## src/rtl/layer_scan_controller_pkg.sv

```systemverilog
// Shared definitions for the LED-cube layer scan controller: FSM states and default geometry.
// Latency: n/a (type and constant definitions only).
// Backpressure: n/a.
package layer_scan_controller_pkg;

    localparam int DEF_NUM_LAYERS   = 16;
    localparam int DEF_ADDR_W       = 4;
    localparam int DEF_DWELL_CYCLES = 1000;
    localparam int DEF_BLANK_CYCLES = 8;
    localparam int DEF_CNT_W        = 16;

    typedef enum logic [2:0] {
        ST_IDLE    = 3'd0,
        ST_PRELOAD = 3'd1,
        ST_BLANK   = 3'd2,
        ST_DISPLAY = 3'd3,
        ST_DRAIN   = 3'd4
    } scan_state_t;

endpackage

```

## src/rtl/layer_scan_controller_scan_timer.sv

```systemverilog
// Loadable down-counter: start loads a cycle count, expired is high on the last counted cycle.
// Latency: expired asserts on the Nth cycle after the start edge (N = cycles, N >= 2).
// Backpressure: none; a start always restarts the count, even on the expiring cycle.
// Ports: clk, reset_n (async active-low), start, cycles[CNT_W], count[CNT_W], expired.
module scan_timer #(
    parameter int CNT_W = 16
) (
    input  logic             clk,
    input  logic             reset_n,
    input  logic             start,
    input  logic [CNT_W-1:0] cycles,
    output logic [CNT_W-1:0] count,
    output logic             expired
);

    logic             active_q;
    logic [CNT_W-1:0] count_q;

    // count holds cycles-1 on the first timed cycle and reaches 0 on the last one.
    always_ff @(posedge clk or negedge reset_n) begin
        if (!reset_n) begin
            active_q <= 1'b0;
            count_q  <= '0;
        end else if (start) begin
            active_q <= 1'b1;
            count_q  <= cycles - 1'b1;
        end else if (active_q) begin
            if (count_q == '0) begin
                active_q <= 1'b0;
            end else begin
                count_q <= count_q - 1'b1;
            end
        end
    end

    assign count   = count_q;
    assign expired = active_q && (count_q == '0);

endmodule

```

## src/rtl/layer_scan_controller.sv

```systemverilog
// LED-cube layer multiplexer: preloads layer N+1 through the column loader while layer N is lit,
// latency: layer period DWELL_CYCLES+BLANK_CYCLES; latch/addr update on cycle 2 of each blank window.
// Backpressure: a late load_done stretches the lit layer (sticky underrun) instead of switching early.
// Ports: clk, reset_n | enable, load_done in | load_req, load_layer, latch, blank, addr,
//        frame_start, underrun out (all registered).
module layer_scan_controller
    import layer_scan_controller_pkg::*;
#(
    parameter int NUM_LAYERS   = DEF_NUM_LAYERS,
    parameter int ADDR_W       = DEF_ADDR_W,
    parameter int DWELL_CYCLES = DEF_DWELL_CYCLES,
    parameter int BLANK_CYCLES = DEF_BLANK_CYCLES,
    parameter int CNT_W        = DEF_CNT_W
) (
    input  logic              clk,
    input  logic              reset_n,
    input  logic              enable,
    input  logic              load_done,
    output logic              load_req,
    output logic [ADDR_W-1:0] load_layer,
    output logic              latch,
    output logic              blank,
    output logic [ADDR_W-1:0] addr,
    output logic              frame_start,
    output logic              underrun
);

    localparam logic [CNT_W-1:0]  DWELL_LEN   = CNT_W'(DWELL_CYCLES);
    localparam logic [CNT_W-1:0]  BLANK_LEN   = CNT_W'(BLANK_CYCLES);
    localparam logic [CNT_W-1:0]  BLANK_FIRST = CNT_W'(BLANK_CYCLES - 1);
    localparam logic [ADDR_W-1:0] LAST_LAYER  = ADDR_W'(NUM_LAYERS - 1);

    scan_state_t       state_q, state_d;
    logic [ADDR_W-1:0] addr_q, addr_d;
    logic [ADDR_W-1:0] load_layer_q, load_layer_d;
    logic              load_req_q, load_req_d;
    logic              latch_q, latch_d;
    logic              frame_start_q, frame_start_d;
    logic              blank_q, blank_d;
    logic              underrun_q, underrun_d;
    // Set when the dwell ran out while the next layer was still loading.
    logic              stall_q, stall_d;

    logic              tmr_start;
    logic [CNT_W-1:0]  tmr_cycles;
    logic [CNT_W-1:0]  tmr_count;
    logic              tmr_expired;
    logic              load_ok;

    // One timer serves both windows; blank and dwell never overlap.
    scan_timer #(.CNT_W(CNT_W)) u_timer (
        .clk     (clk),
        .reset_n (reset_n),
        .start   (tmr_start),
        .cycles  (tmr_cycles),
        .count   (tmr_count),
        .expired (tmr_expired)
    );

    // A load_done only counts while a request is outstanding.
    assign load_ok = load_req_q && load_done;

    always_ff @(posedge clk or negedge reset_n) begin
        if (!reset_n) begin
            state_q       <= ST_IDLE;
            addr_q        <= '0;
            load_layer_q  <= '0;
            load_req_q    <= 1'b0;
            latch_q       <= 1'b0;
            frame_start_q <= 1'b0;
            blank_q       <= 1'b1;
            underrun_q    <= 1'b0;
            stall_q       <= 1'b0;
        end else begin
            state_q       <= state_d;
            addr_q        <= addr_d;
            load_layer_q  <= load_layer_d;
            load_req_q    <= load_req_d;
            latch_q       <= latch_d;
            frame_start_q <= frame_start_d;
            blank_q       <= blank_d;
            underrun_q    <= underrun_d;
            stall_q       <= stall_d;
        end
    end

    always_comb begin
        state_d       = state_q;
        addr_d        = addr_q;
        load_layer_d  = load_layer_q;
        load_req_d    = load_req_q;
        latch_d       = 1'b0;
        frame_start_d = 1'b0;
        blank_d       = blank_q;
        underrun_d    = underrun_q;
        stall_d       = stall_q;
        tmr_start     = 1'b0;
        tmr_cycles    = DWELL_LEN;

        // Request drops the cycle after the loader's answer is sampled.
        if (load_ok) begin
            load_req_d = 1'b0;
        end

        case (state_q)
            ST_IDLE: begin
                blank_d = 1'b1;
                if (enable) begin
                    load_layer_d = '0;
                    load_req_d   = 1'b1;
                    state_d      = ST_PRELOAD;
                end
            end

            ST_PRELOAD: begin
                if (load_ok) begin
                    tmr_start  = 1'b1;
                    tmr_cycles = BLANK_LEN;
                    state_d    = ST_BLANK;
                end
            end

            ST_BLANK: begin
                // Registered, so latch/addr/frame_start appear on the second blank cycle.
                if (tmr_count == BLANK_FIRST) begin
                    latch_d       = 1'b1;
                    addr_d        = load_layer_q;
                    frame_start_d = (load_layer_q == '0);
                end
                if (tmr_expired) begin
                    blank_d      = 1'b0;
                    load_layer_d = (addr_q == LAST_LAYER) ? '0 : addr_q + 1'b1;
                    load_req_d   = 1'b1;
                    tmr_start    = 1'b1;
                    tmr_cycles   = DWELL_LEN;
                    stall_d      = 1'b0;
                    state_d      = ST_DISPLAY;
                end
            end

            ST_DISPLAY: begin
                if (stall_q) begin
                    // Keep the current layer lit until the late load arrives.
                    if (load_ok) begin
                        blank_d    = 1'b1;
                        tmr_start  = 1'b1;
                        tmr_cycles = BLANK_LEN;
                        stall_d    = 1'b0;
                        state_d    = ST_BLANK;
                    end
                end else if (tmr_expired) begin
                    if (!enable) begin
                        blank_d = 1'b1;
                        state_d = ST_DRAIN;
                    end else if (!load_req_q || load_ok) begin
                        blank_d    = 1'b1;
                        tmr_start  = 1'b1;
                        tmr_cycles = BLANK_LEN;
                        state_d    = ST_BLANK;
                    end else begin
                        underrun_d = 1'b1;
                        stall_d    = 1'b1;
                    end
                end
            end

            ST_DRAIN: begin
                blank_d = 1'b1;
                if (!load_req_q || load_ok) begin
                    state_d = ST_IDLE;
                end
            end

            default: begin
                blank_d = 1'b1;
                state_d = ST_IDLE;
            end
        endcase
    end

    assign load_req    = load_req_q;
    assign load_layer  = load_layer_q;
    assign latch       = latch_q;
    assign blank       = blank_q;
    assign addr        = addr_q;
    assign frame_start = frame_start_q;
    assign underrun    = underrun_q;

endmodule

```

## config.mk

```make
export PLATFORM = sky130hd
export DESIGN_NAME = layer_scan_controller
export DESIGN_NICKNAME = d
export VERILOG_FILES = /design/src/rtl/layer_scan_controller_pkg.sv /design/src/rtl/layer_scan_controller_scan_timer.sv /design/src/rtl/layer_scan_controller.sv
export SDC_FILE = /design/constraint.sdc
export NUM_CORES = 1
export LEC_CHECK = 0
export CORE_ASPECT_RATIO = 1.25
export CORE_MARGIN = 2
export CORE_UTILIZATION = 51
export CTS_CLUSTER_SIZE = 28
export DETAILED_ROUTE_END_ITERATION = 7
export GPL_TIMING_DRIVEN = 0
export PLACE_DENSITY_LB_ADDON = 0.05
export SLEW_MARGIN = 20
export SYNTH_ARGS = -nofsm -noshare
export SYNTH_HDL_FRONTEND = slang
export SYNTH_SLANG_ARGS = --single-unit
```

## constraint.sdc

```tcl
create_clock -name clk -period 2.89 [get_ports clk]
set_input_delay 0.578 -clock clk [delete_from_list [all_inputs] [get_ports clk]]
set_output_delay 0.578 -clock clk [all_outputs]
set_load 0.005 [all_outputs]
```

======== Yosys cells after proc, flatten, opt, wreduce, memory -nomap -nowiden ========
Index checks and enable logic that the tools add are counted.
storage, ports and cells
  register bits after elaboration ......... 34
  input port bits ......................... 4
  logic and storage cells ................. 100
  output and inout port bits .............. 13
cells by class
  equality and inequality tests ........... 13
  muxes and demuxes ....................... 53
  bitwise operators ....................... 3
  add/subtract/negate cells ............... 3
  reductions and logical operators ........ 17
operator list
  kind                                                                     number
  16-bit 2-to-1 mux                                                        4
  10-bit 2-to-1 mux                                                        4
  16-bit case mux with 2 select lines                                      1
  16-bit by 1-bit subtractor with 16-bit output (second input constant)    2
  1-bit 2-to-1 mux                                                         27
  3-bit 2-to-1 mux                                                         8
  16-bit by 3-bit equality test with 1-bit output (second input constant)  1
  16-bit zero test                                                         1
  3-bit case mux with 5 select lines                                       1
  5-bit AND reduction                                                      3
  4-bit 2-to-1 mux                                                         3
  2-bit inequality test (second input constant)                            4
  4-bit case mux with 2 select lines                                       1
  3-bit by 2-bit equality test with 1-bit output (second input constant)   2
  3-bit inequality test (second input constant)                            2
  1-bit case mux with 3 select lines                                       2
  2-bit AND reduction                                                      3
  2-bit nonzero test                                                       3
  4-bit by 1-bit adder with 4-bit output (second input constant)           1
  4-bit equality test (second input constant)                              1
  4-bit zero test                                                          1
  4-bit inequality test (second input constant)                            1
  1-bit case mux with 2 select lines                                       2
  3-bit by 1-bit equality test with 1-bit output (second input constant)   1
  7 further kinds                                                          10

======== Longest topological paths before layout ========
Gate-level depths: netlist of the first run.
  word-level depth ........................ 9
  gate-level depth with buffers ........... 12
  depth with buffers taken out ............ 11

======== Modules after synthesis ========
A second synthesis of the first run with hierarchy kept.
second synthesis, totals
  cell total of the unflattened synthesis .. 247
  area total of the unflattened synthesis .. 2263.4 um^2
modules (own cells, without submodules)
  module                 sequential area each (um^2)  cells each  instances  area an instance (um^2)
  scan_timer             425.4                        149         1          1312.5
  layer_scan_controller  426.7                        98          1          950.9

======== Worst setup path before layout of the first run ========
No wires, ideal clock.
  path kind ............................... reg-to-reg
  start point ............................. reg u_timer.count_q[11] (netlist: u_timer.count[11])
  end point ............................... reg u_timer.count_q[8] (netlist: u_timer.count[8])
  data arrival time ....................... 2644 ps
  required time ........................... 2753 ps
  path buffers ............................ 1
  period minus slack after synthesis ...... 2781 ps
  stages on the path, launching flop included .. 13
  slack ................................... 109 ps
  cell sequence ........................... dfrtp_1 > or4_4 > nor2_4 > and3_2 > buf_4 > a21boi_2 > nand2_1 > ha_1 > nand2_1 > or3_1 > nor4_1 > xnor2_1 > o21ai_0
on the way
  longest elaborated chain between the ends .. 7
  elaborated cells between the ends (all ways) .. 14
ends and longest elaborated chain
  item                                                                                       line                                                                            text
  start, declared                                                                            layer_scan_controller_scan_timer.sv:17                                          logic [CNT_W-1:0] count_q;
  start signal, assigned                                                                     layer_scan_controller_scan_timer.sv:26                                          count_q <= cycles - 1'b1;
  start signal, assigned                                                                     layer_scan_controller_scan_timer.sv:31                                          count_q <= count_q - 1'b1;
  16-bit zero test *                                                                         layer_scan_controller_scan_timer.sv:28, layer_scan_controller_scan_timer.sv:37
  1-bit logical AND                                                                          layer_scan_controller_scan_timer.sv:37                                          assign expired = active_q && (count_q == '0);
  10-bit 2-to-1 mux or 1-bit 2-to-1 mux (tied branches)                                      layer_scan_controller.sv:151                                                    end else if (tmr_expired) begin
  16-bit 2-to-1 mux or 1-bit 2-to-1 mux (tied branches)                                      layer_scan_controller.sv:142                                                    if (stall_q) begin
  16-bit case mux with 2 select lines or 1-bit case mux with 3 select lines (tied branches)  layer_scan_controller.sv:105                                                    case (state_q)
  16-bit by 1-bit subtractor with 16-bit output (tied with other cells)                      layer_scan_controller_scan_timer.sv:26
  16-bit 2-to-1 mux or 2-bit AND reduction (tied branches)                                   --
Mark *: on every way between the ends. The rest lies on a longest branch, timed or not.
A chain may end at the register's enable or synchronous reset.

======== Final worst setup path of the first run ========
  start point ............................. reg u_timer.count_q[14] (netlist: u_timer.count[14])
  end point ............................... reg u_timer.count_q[6] (netlist: u_timer.count[6])
The elaborated chain is that of the path after synthesis.

==> results of run 1 <==
==> placed cells by master (no fill, tap or decap), types with 4 or more instances in the layout <==
| cell | instances |
|---|---|
| nor4_1 | 4 |
| o21ai_0 | 9 |
| dfrtp_1 | 31 |
| nand3_1 | 12 |
| nand4_1 | 6 |
| xnor2_1 | 7 |
| buf_4 | 6 |
| clkbuf_8 | 6 |
| clkdlybuf4s50_1 | 15 |
| nand2_1 | 24 |
| nand2b_1 | 4 |
| inv_1 | 4 |
| mux2_4 | 4 |
| nor2_1 | 17 |
| a21oi_1 | 7 |
==> registers in the layout, indices dropped and copies added (netlist names) <==
signal            cells
latch                 1
underrun              1
u_timer.count        16
addr                  4
u_timer.active_q      1
blank                 1
frame_start           1
stall_q               1
load_layer            4
load_req              1
state_q               3
==> per-layer routing <==
layer  vias up  track usage, %  wire [um]
met3        12           5.054        144
met2        46           39.77       2285
li1        767               -          -
met1       802           27.05       1806
met4         0           14.21        119
met5         -               0          0
==> worst min path at each step <==
stage | from | to | slack [ns]
after floorplan | reset_n | addr[0] | 0.28
after global placement | underrun | underrun | 0.44
after detailed placement | underrun | underrun | 0.45
after CTS | reset_n | addr[1] | 0.22
after global routing | reset_n | addr[1] | 0.23
final | reset_n | addr[1] | 0.21
==> where the power goes <==
group / switching, W / total (W) / internal [W]
clock: 0.000175 / 0.000367 / 0.000192
sequential: 0.000233 / 0.000880 / 0.000646
combinational: 0.000481 / 0.000942 / 0.000461
total: 0.000889 / 0.00219 / 0.00130
==> stage by stage <==
stage,setup WS (ns),std cells
after floorplan,0.1091,193
after global placement,-0.2701,248
after detailed placement,-0.2920,249
after CTS,0.001135,261
after global routing,-0.01045,263
final,0.09157,263
==> kinds of logic (layout without fill, tap and decap cells) <==
| logic type | count (synthesis) | after routing | share of synthesized area [%] |
|---|---|---|---|
| xor gates and xnor gates | 10 | 10 | 4.695 |
| AOI/OAI and AO/OA | 38 | 38 | 14.89 |
| DFF | 34 | 34 | 45.67 |
| buffers and inverters | 8 | 39 | 2.213 |
| muxes | 5 | 5 | 3.756 |
| and+or+nand+nor | 96 | 96 | 27.43 |
| adders and majority gates | 2 | 2 | 1.341 |
==> layout make-up <==
| class | count | area, um2 |
|---|---|---|
| plain buffers | 4 | 33.78 |
| multi-input cells | 151 | 1021 |
| fillers | 298 | 1191 |
| clock inverters | 1 | 5.005 |
| inverters | 4 | 15.01 |
| clock buffers | 7 | 86.33 |
| flip-flops and latches | 34 | 854.6 |
| well taps | 39 | 48.80 |
| repair buffers | 23 | 227.7 |
==> timing repair <==
item                       in CTS  in global routing
pin swaps                       3                  3
setup buffers                   4                  2
resized for setup               9                  4
setup endpoints to repair       2                  2
==> worst max-delay path: cells and delay by family (launching register included) <==
| family | cells | cell delay, ns |
|---|---|---|
| simple gates | 6 | 1.45 |
| flops | 1 | 0.39 |
| fa+ha+maj | 1 | 0.19 |
| compound gates | 3 | 0.53 |
| buf+inv | 1 | 0.14 |
==> impl_results.md, run 1 <==
- Run status: completed
- Areal power density over the cells: roughly 950 nW/um2
- Prevailing post-synth register cell: dfrtp_1
- Die height: around 70 um
- Die footprint: between 4000 and 5000 um2
- Synth warn: 0
- Aggregate routed wire length: between 4000 and 5000 um
- Number of enable flip-flop cells after synthesis: 0
- Antenna violation net count after detailed routing: 0
- Final critical-path required period: ~2.8 ns
- Leakage power: between 0.9 and 1 nW
- Number of buffers created by CTS: 5
- TritonCTS clock tree: yes
- I/O pin count: 17
- Routability cong.: 0.8786
- Overall routing resource usage: a little under a quarter
- Synth async-reset ratio: between 90% and 100%
- Total power: 0.002188 W
- Number of distinct library cell variants in the gate-level netlist after synthesis: between 50 and 60
- Highest attainable clock frequency: about 360 MHz
- Via count of the first global-routing pass: roughly 1700
- Type of the tightest min-delay check: primary input to asynchronous set/reset pin
- Critical Path Start Type: flop
- Post-detailed-route wirelength per cell: between 15 and 20 um
- Crit Reg-Reg Endpoint: u_timer.count[6]
- Share of cells above drive strength 1: 19.64%
- Proportion of synthesized chip area in sequential cells: a little under half
- Relative area change from synthesis to final layout: 22.87%
- Post-route standard cell area excluding fillers: about 2300 um2
- Finish-stage setup viols: 0
- Most common cell in the synthesized netlist: dfrtp_1
- Worst setup path class: flop to flop
- Clock insertion delay at the later pin of the skew report: between 0.2 and 0.3 ns
- Clock edge transition at the registers on the reported setup and hold paths: approximately 0.07 ns
- Most instantiated cells after synthesis: dfrtp_1, nand2_1, nor2_1
- Initial DRT Pass Iterations: 4
- H-Tree Level Count: 2
- Final worst-path cycle share: just under 100%
- Stage delay of the slowest cell on the critical path: 0.58 ns
- Arrival time reported for the critical path endpoint: 2.98 ns
- Quantity of hold-fixing buffers added after cts: 0
- Worst setup startpoint: u_timer.count[14]
- Post-synthesis instance area: between 1500 and 2000 um2
- Detailed-route DRC error count: 0
- Maximum Capacitance Violations: 0
- Cells taking the most area after synthesis: dfrtp_1, nand2_1, nor2_1
- Clock net sink count: 34
- Library cell occupying the most area in the post-synthesis netlist: dfrtp_1
- Reg2reg path depth: 11
- Syn_nets: ~200
- Number of rows in the core area: 24
- Initial core utilization: approximately 54%
- R2R setup slack: 0.09 ns
- Count of pins over their slew limit: 0
- Placed wire-length estimate after detailed placement: about 3000 um
- Yosys top cell area share: around 44%
- Initial antenna violation count: 0
- IO Port Bufs: 16
- Maximum number of pins on one net before global-route repair: 20
- Synthesized area per cell: a little under 10 um2
- Iteration-0 DRC count of the detailed router: 70
- Std-Cell Core Area: about 3500 um2
- Cells after synthesis: between 150 and 200
- Max transition margin: between 60% and 70%
- Critical Path Fanout Max: 10
- CP endpoint kind: flop
- Endpoint required time on the critical path: just over 3 ns
- Worst hold margin: 0.2122 ns
- Count of nets after finishing: around 230
- Width of the chip: a little under 60 um
- Via-per-instance ratio: 6.186
- Cell-by-cell listing of the critical path: or4_4, nor2_4, and3_2, buf_8, a21boi_4, nand2_1, ha_2, nand2_2, or3_4, o22a_1, o221a_2
- Library cell used as clock root buffer: clkbuf_8
- Post-route setup TNS: 0 ns
- Ant diodes: 0
- Beginning of the worst register-to-register path: u_timer.count[14]
- Instance area after placement: approximately 2100 um2
- Synth Register Bits: 34
- Largest vdd supply drop: 0.6078 mV
- Hold Fails Final Rpt: 0
- Worst path slowest cell: or4_4
- Slew at the pin with the worst max-slew slack: slightly below 0.5 ns
- Worst setup endpoint: u_timer.count[6]
- Share of the core filled with cells in the final layout: between 60 and 70%
- Number of buffers on the longest clock path: 2
- Overflow left after global routing: 0
- Largest clock skew in the final design: 0.007936 ns
- Vias: ~1600
- Global-route wire length before repair: ~7500 um
Note: power is estimated with default switching activity, not from simulation.
==> inputs of run 2 (changes only) <==
--- a/config.mk
+++ b/config.mk
@@ -7,7 +7,7 @@
 export LEC_CHECK = 0
 export CORE_ASPECT_RATIO = 1.25
 export CORE_MARGIN = 2
-export CORE_UTILIZATION = 51
+export CORE_UTILIZATION = 57
 export CTS_CLUSTER_SIZE = 28
 export DETAILED_ROUTE_END_ITERATION = 7
 export GPL_TIMING_DRIVEN = 0
==> constraint.sdc (replaced) <==
create_clock -name clk -period 2.59 [get_ports clk]
set_input_delay 0.518 -clock clk [delete_from_list [all_inputs] [get_ports clk]]
set_output_delay 0.518 -clock clk [all_outputs]
set_load 0.005 [all_outputs]
==> impl_results.md, run 2 (synthesis gave the netlist of run 1 again) <==
- Commonest cells after routing, fill and taps aside: dfrtp_1, nand2_1, buf_4 (was dfrtp_1, nand2_1, nor2_1)
- Vias: 1712 (was 1627)
- Number of buffers on the longest clock path: 2 (unchanged)
- RSZ-0062 raised after global routing: true
- Leakage power: 1.065 nW (was 0.9964 nW)
- Via count of the first global-routing pass: 1651 (was 1723)
- Total power: 0.002606 W (was 0.002188 W)
- Stage delay of the slowest cell on the critical path: 0.56 ns (was 0.58 ns)
- TritonCTS clock tree: yes (unchanged)
- Count of pins over their slew limit: 0 (unchanged)
- Aggregate routed wire length: 4735 um (was 4354 um)
- Critical Path Start Type: flop (unchanged)
- Via-per-instance ratio: 6.271 (was 6.186)
- Worst setup path class: flop to flop (unchanged)
- Clock net sink count: 34 (unchanged)
- Quantity of hold-fixing buffers added after cts: 0 (unchanged)
- Global-route wire length before repair: 7403 um (was 7541 um)
- Relative area change from synthesis to final layout: 29.17% (was 22.87%)
- Post-route insts no fill: 273 (was 263)
- Clock insertion delay at the later pin of the skew report: 0.29 ns (about the same)
- Endpoint required time on the critical path: 2.77 ns (was 3.07 ns)
- Post-detailed-route wirelength per cell: 17.34 um (was 16.56 um)
- Overall routing resource usage: 28.01% (was 23.61%)
- Worst hold margin: 0.1604 ns (was 0.2122 ns)
- Arrival time reported for the critical path endpoint: 2.74 ns (was 2.98 ns)
- Placed Cells: 247 (was 249)
- Number of rows in the core area: 23 (was 24)
- Final critical-path required period: 2.557 ns (was 2.798 ns)
- Highest attainable clock frequency: 391.1 MHz (was 357.3 MHz)
- Areal power density over the cells: 1081 nW/um2 (was 954.6 nW/um2)
- Detailed-route DRC error count: 0 (unchanged)
- Width of the chip: 55.17 um (was 58.10 um)
- Ant diodes: 0 (unchanged)
- Initial antenna violation count: 0 (unchanged)
- Worst path slowest cell: or4_4 (unchanged)
- Finish-stage setup viols: 0 (unchanged)
- Run status: completed (unchanged)
- Initial core utilization: 58.93% (was 53.56%)
- Largest clock skew in the final design: 0.01217 ns (was 0.007936 ns)
- Placed wire-length estimate after detailed placement: 3144 um (was 3012 um)
- Clock edge transition at the registers on the reported setup and hold paths: 0.07 ns (about the same)
- Largest vdd supply drop: 0.9138 mV (was 0.6078 mV)
- Post-route setup TNS: 0 ns (unchanged)
- Hold Fails Final Rpt: 0 (unchanged)
- Critical Path Fanout Max: 4 (was 10)
- Count of nets after finishing: 242 (was 229)
- Die footprint: 3749 um2 (was 4161 um2)
- Antenna violation net count after detailed routing: 0 (unchanged)
- Iteration-0 DRC count of the detailed router: 86 (was 70)
- Flip-flop count of the largest register, all copies and words added: 16 (unchanged)
- Initial DRT Pass Iterations: 4 (unchanged)
- Overflow left after global routing: 0 (unchanged)
- Maximum number of pins on one net before global-route repair: 20 (unchanged)
- Number of buffers created by CTS: 5 (unchanged)
- Library cell used as clock root buffer: clkbuf_8 (unchanged)
- Slew at the pin with the worst max-slew slack: 0.5195 ns (was 0.4935 ns)
- Commonest non-fill, non-tap cell in the layout: dfrtp_1 (unchanged)
- IO Port Bufs: 16 (unchanged)
- Die height: 67.96 um (was 71.62 um)
- Maximum Capacitance Violations: 0 (unchanged)
- CP endpoint kind: flop (unchanged)
- Final-layout fill cell count: 223 (was 298)
- Type of the tightest min-delay check: primary input to asynchronous set/reset pin (unchanged)
- Final worst-path cycle share: 98.73% (was 96.83%)
- Share of cells above drive strength 1: 25.85% (was 19.64%)
- Cell-by-cell listing of the critical path: or4_4, nor2_4, and3_4, a21boi_4, nand2_2, ha_4, nand2_4, or3_4, o22a_1, o221a_2 (was or4_4, nor2_4, and3_2, buf_8, a21boi_4, nand2_1, ha_2, nand2_2, or3_4, o22a_1, o221a_2)
- H-Tree Level Count: 2 (unchanged)
- I/O pin count: 17 (unchanged)
- Routability cong.: 0.8346 (was 0.8786)
- Max transition margin: 65.05% (was 67.10%)
- Std-Cell Core Area: 3166 um2 (was 3483 um2)
[run 2: cell types whose count changed in the layout (fill, tap and decap cells not counted), sizes merged]
cell	before	now
buf	10	23
clkinv	1	0
[run 2: worst paths after layout]
check / from / to / slack, ns / cells after the start
setup / recovery: u_timer.count[13] / u_timer.count[6] / 0.03 / 10
hold / removal: reset_n / load_layer[0] / 0.16 / 1
setup reg to reg: u_timer.count[13] / u_timer.count[6] / 0.03 / 10
hold reg to reg: underrun / underrun / 0.46 / 1
max in group asynchronous: reset_n / u_timer.count[0] / 1.98 / 2
min in group clk: underrun / underrun / 0.46 / 1
[run 2: layout make-up]
class	count	area, um2	share of cell area (%)
Timing Repair Buffer	37	332.8	13.81
Inverter	4	15.01	0.6231
Sequential cell	34	853.3	35.41
Buffer	3	18.77	0.7788
Tap cell	37	46.29	1.921
Multi-Input combinational cell	151	1067	44.29
Clock buffer	7	76.32	3.167
[run 2: where the power goes]
part	switching [W]	internal [W]
clock network	0.000184	0.000185
logic	0.000603	0.000637
registers	0.000277	0.000720
[run 2: layer usage]
layer	vias up	wire length, um	global-route usage (%)
li1	789	-	-
met1	855	1925	29.73
met2	57	2505	49.70
met3	11	212	7.642
met4	0	93	13.41
met5	-	0	0
[run 2: repair_timing]
| item | 4_1_cts | 5_1_grt |
|---|---|---|
| setup endpoints to repair | 3 | 4 |
| resized for setup | 10 | 6 |
| gates cloned | 0 | 0 |
| buffers inserted | 10 | 10 |
| endpoints found under the hold margin | 0 | 0 |
| pin swaps | 9 | 4 |
[run 2: stage by stage]
step	instance area (um2)	setup WS, ns	utilization [%]
finish	2410	0.03300	76.13
floorplan	1897	-0.09781	-
global route	2410	-0.04676	76.13
CTS	2318	0.005677	73.24
global placement	2103	-0.3558	66.44
detailed placement	2126	-0.3978	67.15
[run 2: worst max-delay path, delay by kind of cell (launching register included)]
kind	cells	cell delay [ns]
AND/OR/NAND/NOR	6	1.41
adder cells (fa/ha/maj)	1	0.15
flip-flops	1	0.38
AO/OA/AOI/OAI	3	0.52
==> inputs of run 3 (changes only) <==
--- a/config.mk
+++ b/config.mk
@@ -11,7 +11,7 @@
 export CTS_CLUSTER_SIZE = 28
 export DETAILED_ROUTE_END_ITERATION = 7
 export GPL_TIMING_DRIVEN = 0
-export PLACE_DENSITY_LB_ADDON = 0.05
+export PLACE_DENSITY = 0.79
 export SLEW_MARGIN = 20
 export SYNTH_ARGS = -nofsm -noshare
 export SYNTH_HDL_FRONTEND = slang
==> impl_results.md, run 3 (synthesis gave the netlist of run 1 again) <==
- R2R setup slack: 0.03 ns (about the same)
- Die height: 67.96 um (unchanged)
- Highest attainable clock frequency: 390.8 MHz (was 391.1 MHz)
- Final critical-path required period: 2.559 ns (was 2.557 ns)
- Commonest non-fill, non-tap cell in the layout: dfrtp_1 (unchanged)
- Slew at the pin with the worst max-slew slack: 0.4892 ns (was 0.5195 ns)
- IO Port Bufs: 16 (unchanged)
- Instance area after placement: 2118 um2 (was 2126 um2)
- Number of buffers created by CTS: 5 (unchanged)
- Initial antenna violation count: 0 (unchanged)
- Library cell used as clock root buffer: clkbuf_8 (unchanged)
- Worst setup path class: flop to flop (unchanged)
- Clock edge transition at the registers on the reported setup and hold paths: 0.07 ns (about the same)
- Flip-flop count of the largest register, all copies and words added: 16 (unchanged)
- Global-route wire length before repair: 7438 um (was 7403 um)
- Total power: 0.002551 W (was 0.002606 W)
- Overflow left after global routing: 0 (unchanged)
- Relative area change from synthesis to final layout: 26.49% (was 29.17%)
- Switching power summed over all nets: 0.001062 W (was 0.001065 W)
- Int Power: 0.001489 W (was 0.001541 W)
- Clock insertion delay at the later pin of the skew report: 0.29 ns (about the same)
- Placed Cells: 247 (unchanged)
- Number of buffers on the longest clock path: 2 (unchanged)
- Comb power frac: 44.4% (was 47.6%)
- Quantity of hold-fixing buffers added after cts: 0 (unchanged)
- Std-Cell Core Area: 3166 um2 (unchanged)
- RSZ-0062 raised after global routing: true (unchanged)
- Ant diodes: 0 (unchanged)
- Finish-stage setup viols: 0 (unchanged)
- CP endpoint kind: flop (unchanged)
- Endpoint required time on the critical path: 2.77 ns (about the same)
- Share of cells above drive strength 1: 23.81% (was 25.85%)
- Commonest cells after routing, fill and taps aside: dfrtp_1, nand2_1, nor2_1 (was dfrtp_1, nand2_1, buf_4)
- Detailed-route DRC error count: 0 (unchanged)
- Largest vdd supply drop: 0.7408 mV (was 0.9138 mV)
- Aggregate routed wire length: 4652 um (was 4735 um)
- Largest clock skew in the final design: 0.005957 ns (was 0.01217 ns)
- Vias: 1652 (was 1712)
- Count of nets after finishing: 236 (was 242)
- Post-route insts no fill: 268 (was 273)
- Hold Fails Final Rpt: 0 (unchanged)
- Via count of the first global-routing pass: 1646 (was 1651)
- Clock network power share: 16.4% (was 14.2%)
- Width of the chip: 55.17 um (unchanged)
- Iteration-0 DRC count of the detailed router: 80 (was 86)
- H-Tree Level Count: 2 (unchanged)
- Type of the tightest min-delay check: primary input to asynchronous set/reset pin (unchanged)
- Maximum Capacitance Violations: 0 (unchanged)
- Initial DRT Pass Iterations: 4 (unchanged)
- Routability cong.: 0.8431 (was 0.8346)
- Max transition margin: 67.38% (was 65.05%)
- Critical Path Fanout Max: 3 (was 4)
- Sequential power share: 39.2% (was 38.2%)
- Final worst-path cycle share: 98.79% (was 98.73%)
- Overall routing resource usage: 28.33% (was 28.01%)
- TritonCTS clock tree: yes (unchanged)
- Placed wire-length estimate after detailed placement: 2997 um (was 3144 um)
- Sw frac: 41.65% (was 40.86%)
- Number of rows in the core area: 23 (unchanged)
- Via-per-instance ratio: 6.164 (was 6.271)
- Run status: completed (unchanged)
- Die footprint: 3749 um2 (unchanged)
- Post-detailed-route wirelength per cell: 17.36 um (was 17.34 um)
- Critical Path Start Type: flop (unchanged)
- Areal power density over the cells: 1081 nW/um2 (about the same)
- Initial core utilization: 58.93% (unchanged)
- I/O pin count: 17 (unchanged)
- Leakage power: 1.035 nW (was 1.065 nW)
- Post-route standard cell area excluding fillers: 2360 um2 (was 2410 um2)
- Post-route setup TNS: 0 ns (unchanged)
- Antenna violation net count after detailed routing: 0 (unchanged)
- Arrival time reported for the critical path endpoint: 2.74 ns (about the same)
- Maximum number of pins on one net before global-route repair: 28 (was 20)
- Clock net sink count: 34 (unchanged)
- Count of pins over their slew limit: 0 (unchanged)
-- run 3: path summary, 6_finish.rpt --
kind | depth (start not counted) | endpoint | startpoint
max | 10 | u_timer.count[6] | u_timer.count[14]
min | 1 | addr[1] | reset_n
max reg2reg | 10 | u_timer.count[6] | u_timer.count[14]
min reg2reg | 1 | underrun | underrun
max in group asynchronous | 2 | blank | reset_n
min in group clk | 1 | underrun | underrun
-- run 3: worst max-delay path: stages, from the launching register on --
cell,delay (ns)
dfrtp_1,0.40
or4_4,0.54
nor2_4,0.11
and3_4,0.21
a21boi_4,0.07
nand2_1,0.07
ha_2,0.20
nand2_4,0.06
or3_4,0.36
o22a_1,0.17
o221a_2,0.26
-- run 3: through the flow --
stage	utilization, %	setup WS [ns]	hold WS, ns
2_1_floorplan	-	-0.09781	0.2224
3_3_place_gp	66.44	-0.3418	0.4425
3_5_place_dp	66.92	-0.3922	0.3802
4_1_cts	73.79	-0.007326	0.06597
5_1_grt	74.55	-0.07062	0.06448
6_report	74.55	0.03136	0.05981
-- run 3: final cells by class --
class,count,area [um2]
sequential,34,853.3
timing repair buffer,31,280.3
clock buffer,6,82.58
clock inverter,2,12.51
multi-input combinational,151,1051
buffer,3,18.77
inverter,4,15.01
fill,226,805.8
tap,37,46.29
-- run 3: power by group through the flow --
stage                     logic (W)  registers, W  clock network, W
after global placement     0.000898      0.000957                 0
after detailed placement   0.000950      0.000973                 0
final                       0.00113       0.00100          0.000418
after floorplan            0.000694      0.000915                 0
after CTS                   0.00109      0.000983          0.000422
after global routing        0.00126       0.00103          0.000447
-- run 3: timing repair --
| item | in CTS | in global routing |
|---|---|---|
| pin swaps | 9 | 3 |
| endpoints found under the setup margin | 4 | 5 |
| gates resized for setup | 9 | 3 |
| setup buffers | 12 | 2 |
-- run 3: per-layer routing --
layer | share of wire, % | vias up | GRT usage, %
met5 | 0 | - | 0
met4 | 2.7 | 0 | 14.63
met3 | 4.4 | 11 | 8.952
met2 | 54 | 55 | 49.55
met1 | 39 | 808 | 29.48
li1 | - | 778 | -
